--- config.mk ---
export PLATFORM = sky130hd
export DESIGN_NAME = if_id_buffer
export DESIGN_NICKNAME = d
export VERILOG_FILES = /design/src/rtl/if_id_buffer.sv
export SDC_FILE = /design/constraint.sdc
export NUM_CORES = 1
export LEC_CHECK = 0
export CORE_ASPECT_RATIO = 0.9
export CORE_MARGIN = 1
export CORE_UTILIZATION = 48
export DETAILED_ROUTE_END_ITERATION = 10
export PLACE_DENSITY = 0.9
export SYNTH_ARGS = -nofsm -noshare
export SYNTH_HDL_FRONTEND = slang
export SYNTH_SLANG_ARGS = --single-unit
--- constraint.sdc ---
create_clock -name clock -period 7.32 [get_ports clock]
set_input_delay 1.464 -clock clock [delete_from_list [all_inputs] [get_ports clock]]
set_output_delay 1.464 -clock clock [all_outputs]
set_load 0.05 [all_outputs]
--- src/rtl/if_id_buffer.sv ---
// Two-entry IF/ID pipeline buffer: holds fetched {instruction, pc, next_pc} until
// decode accepts them, handles branch flushes and raises a sticky stop on halt.
module if_id_buffer #(
    parameter int unsigned DATA_WIDTH  = 16,
    parameter int unsigned ADDR_WIDTH  = 16,
    parameter logic [3:0]  HALT_OPCODE = 4'hF
) (
    input  logic                  clock,
    input  logic                  reset,
    input  logic                  in_valid,
    output logic                  in_ready,
    input  logic [DATA_WIDTH-1:0] in_instruction,
    input  logic [ADDR_WIDTH-1:0] in_pc,
    input  logic [ADDR_WIDTH-1:0] in_next_pc,
    input  logic                  flush,
    output logic                  out_valid,
    input  logic                  out_ready,
    output logic [DATA_WIDTH-1:0] out_instruction,
    output logic [ADDR_WIDTH-1:0] out_pc,
    output logic [ADDR_WIDTH-1:0] out_next_pc,
    output logic                  pc_stop,
    output logic [1:0]            occupancy
);

    logic [DATA_WIDTH-1:0] instr_q [2];
    logic [ADDR_WIDTH-1:0] pc_q    [2];
    logic [ADDR_WIDTH-1:0] npc_q   [2];

    logic       wr_ptr;
    logic       rd_ptr;
    logic [1:0] count;
    logic       enq;
    logic       deq;
    logic       is_halt;

    // Ready comes from registered state only, so a full buffer never enqueues
    // in the same cycle it dequeues; the freed slot is offered next cycle.
    assign in_ready  = (count != 2'd2) && !pc_stop;
    assign out_valid = (count != 2'd0);
    assign occupancy = count;
    assign enq       = in_valid && in_ready && !flush;
    assign deq       = out_valid && out_ready && !flush;
    assign is_halt   = (in_instruction[DATA_WIDTH-1 -: 4] == HALT_OPCODE);

    always_ff @(posedge clock or posedge reset) begin
        if (reset) begin
            wr_ptr  <= 1'b0;
            rd_ptr  <= 1'b0;
            count   <= 2'd0;
            pc_stop <= 1'b0;
        end else if (flush) begin
            // The halt (if any) was on the wrong path, so the stop is dropped too.
            wr_ptr  <= 1'b0;
            rd_ptr  <= 1'b0;
            count   <= 2'd0;
            pc_stop <= 1'b0;
        end else begin
            if (enq) begin
                wr_ptr <= ~wr_ptr;
            end
            if (deq) begin
                rd_ptr <= ~rd_ptr;
            end
            case ({enq, deq})
                2'b10:   count <= count + 2'd1;
                2'b01:   count <= count - 2'd1;
                default: count <= count;
            endcase
            if (enq && is_halt) begin
                pc_stop <= 1'b1;
            end
        end
    end

    always_ff @(posedge clock) begin
        if (enq) begin
            instr_q[wr_ptr] <= in_instruction;
            pc_q[wr_ptr]    <= in_pc;
            npc_q[wr_ptr]   <= in_next_pc;
        end
    end

    always_comb begin
        out_instruction = '0;
        out_pc          = '0;
        out_next_pc     = '0;
        if (out_valid) begin
            out_instruction = instr_q[rd_ptr];
            out_pc          = pc_q[rd_ptr];
            out_next_pc     = npc_q[rd_ptr];
        end
    end

endmodule

==> results.json <==
{
  "holdBufCountCts": 0,
  "min_from": "pc_stop$_DFFE_PP0P_",
  "required_ns": 5.86,
  "die_y_um": 87.3,
  "p_leak_uw": 0.00171,
  "cts_buffers": 9,
  "cts_tree": "done",
  "worstReg2RegStart": "occupancy[1]$_DFFE_PP0P_",
  "diodes": 0,
  "grt_pass1_wl_mm": 11.0,
  "initial_core_util_pct": 50.5,
  "drv_cap": 0,
  "die_area_um2": 8460,
  "crit_path_start_kind": "flop",
  "worst_slew_pin_slew_ns": 1.21,
  "drc": 0,
  "drt-initial-drc-count": 87,
  "swShare_pct": 26.2,
  "die_x_um": 96.8,
  "hold_class": "flop to flop",
  "root_buffer": "clkbuf_8",
  "place_hpwl_mm": 4.52,
  "clk_path_buf_depth": 2,
  "setup_viol": 0,
  "final_util_pct": 67.6,
  "nets": 396,
  "routed_wl_mm": 6.95,
  "synth_cell_types": 22,
  "synth_area_um2": 3880,
  "path_class": "flop to output pin",
  "holdPathStages": 2,
  "worstReg2RegEnd": "pc_q[1][6]$_DFFE_PP_",
  "clkPwrFrac_pct": 24.9,
  "clock-sinks": 101,
  "relSlewSlack_pct": 19.5,
  "rows": 30,
  "synth_area_leader_cell": "edfxtp_1",
  "grt_overflow": 0,
  "regToRegSetupSlack_ns": 4.99,
  "ir_drop_mv": 0.135,
  "worst-endpoint-arrival_ns": 2.79,
  "period_share_pct": 58.1,
  "clk_pin_slew_ns": 0.08,
  "skew_ns": 0.00786,
  "post_drt_via_cell_ratio": 5.07,
  "port_buffers": 105,
  "yosysMostFrequentCell": "edfxtp_1",
  "power_frac_comb_pct": 17.4,
  "worst_skew_pair.late_latency_ns": 0.34,
  "antenna_found_initial": 0,
  "cts_setup_buffers": 0,
  "synth_top_area_share_pct": 74.2,
  "synth_area_leaders": "edfxtp_1 74%, mux2i_1 12%, nor2_1 4.9%",
  "drive_above_1_share_pct": 5.78,
  "powerDensity_nw_per_um2": 223,
  "core_area_um2": 7690,
  "pin_count": 106,
  "synth_common_cells": "96 x edfxtp_1, 51 x nor2_1, 48 x mux2i_1, 5 x buf_2, 5 x dfrtp_1",
  "hold_viol_final": 0,
  "status": "finished clean",
  "grt_pass1_vias": 2246,
  "areaGrowthSynthToFinish_pct": 33.9,
  "yosys_most_used_dff": "edfxtp_1",
  "yosys_warnings": 0,
  "timing.setup.tns_ns": 0,
  "period_needed_ns": 4.25,
  "dpl-instance-area_um2": 5050,
  "slew_viol_final": 0,
  "cp-end-kind": "output pin",
  "grt_use_total_pct": 17.2,
  "holdPathEnd": "pc_stop$_DFFE_PP0P_",
  "post_drt_wl_per_cell_um": 15.7,
  "htree_levels": 3,
  "ff2ff_path_depth": 3,
  "crit_fanout": 27,
  "place_congestion": 0.767,
  "syn_nets": 288,
  "yosysSeqAreaShare_pct": 77.4,
  "max_freq_ghz": 0.235,
  "synthArstFlopShare_pct": 4.95,
  "seq_power_share_pct": 57.6,
  "avgSynthCellArea_um2": 16.5,
  "netlist_instances": 235,
  "ant_nets": 0,
  "design_area_um2": 5200,
  "num_vias": 2239,
  "grt_max_degree": 51,
  "synth-edff-count": 96,
  "switchingPower_uw": 303,
  "yosys_register_bits": 101,
  "power.internal_uw": 854,
  "rsz0062_at_grt": "no",
  "fin_total_pwr_uw": 1160,
  "ctsResizeCount": 0,
  "dr.pass1.iters": 4
}
worst max-delay path: stages (launching register included):
cell	delay (ns)
dfrtp_2	0.79
buf_4	0.53
mux2i_1	0.15
nor2_1	0.13
clkdlybuf4s50_1	0.83
how the worst max path moves through the flow:
| stage | from | to | slack [ns] | depth (start not counted) |
|---|---|---|---|---|
| finish | rd_ptr$_DFFE_PP0P_ | out_pc[0] | 3.07 | 4 |
| global route | rd_ptr$_DFFE_PP0P_ | out_pc[0] | 2.89 | 4 |
| CTS | rd_ptr$_DFFE_PP0P_ | out_pc[0] | 2.99 | 4 |
| detailed placement | rd_ptr$_DFFE_PP0P_ | out_pc[0] | 3.39 | 4 |
| global placement | rd_ptr$_DFFE_PP0P_ | out_pc[0] | 3.40 | 4 |
| floorplan | occupancy[0]$_DFFE_PP0P_ | instr_q[0][0]$_DFFE_PP_ | 0.48 | 3 |
area by class of cell:
| cell class | count | area [um2] |
|---|---|---|
| clock buffer | 9 | 124 |
| clock inverter | 5 | 30.0 |
| fill | 537 | 2490 |
| inverter | 3 | 11.3 |
| multi-input combinational | 120 | 833 |
| sequential | 101 | 3010 |
| tap | 96 | 120 |
| timing repair buffer | 108 | 1070 |
power by group through the flow:
stage / Clock, uW / Sequential [uW] / Combinational, uW
6_report: 288 / 667 / 202
5_1_grt: 319 / 670 / 213
4_1_cts: 299 / 667 / 204
3_5_place_dp: 0 / 680 / 203
3_3_place_gp: 0 / 680 / 201
2_1_floorplan: 0 / 678 / 124
through the flow:
stage               cells  hold WS [ns]  worst slack (ns)
global placement      428         0.560              3.40
global route          442         0.660              2.89
detailed placement    428         0.589              3.39
floorplan             235         0.530             0.479
CTS                   442         0.608              2.99
finish                442         0.618              3.07
flip-flops by register name, indices dropped and copies added, names as in the netlist:
signal / count
instr_q: 32
npc_q: 32
occupancy: 2
pc_q: 32
pc_stop: 1
rd_ptr: 1
wr_ptr: 1
routing by layer:
layer	GRT usage, %	wire, um
met1	21.2	3050
met5	0	0
met4	5.97	82
met2	29.6	3400
met3	4.65	419
cell families after synthesis:
family          share of synthesized area [%]
compound gates                           1.39
xor+xnor                                0.226
simple gates                             6.86
flops                                    77.4
buf+inv                                  1.71
mux                                      12.4
cell usage in the layout (no fill, tap or decap):
| cell | count |
|---|---|
| clkdlybuf4s50_1 | 105 |
| edfxtp_1 | 96 |
| nor2_1 | 50 |
| mux2i_1 | 48 |
| clkbuf_8 | 9 |
| dfrtp_1 | 4 |
| a21oi_1 | 3 |
| inv_1 | 3 |
| buf_4 | 3 |
| o21ai_0 | 2 |
| or3_1 | 2 |
| nand2_1 | 2 |
| o21bai_1 | 2 |
| clkinv_2 | 2 |
| nor2b_1 | 1 |
| nand2b_1 | 1 |
| nand3_1 | 1 |
| nor2_4 | 1 |
| nand3b_1 | 1 |
| a31oi_1 | 1 |
| and4b_2 | 1 |
| nor4bb_4 | 1 |
| o211ai_1 | 1 |
| nor4bb_1 | 1 |
| xor2_1 | 1 |
| clkinv_4 | 1 |
| clkinv_1 | 1 |
| clkinvlp_4 | 1 |
| dfrtp_2 | 1 |
(Power assumes the default switching activity.)
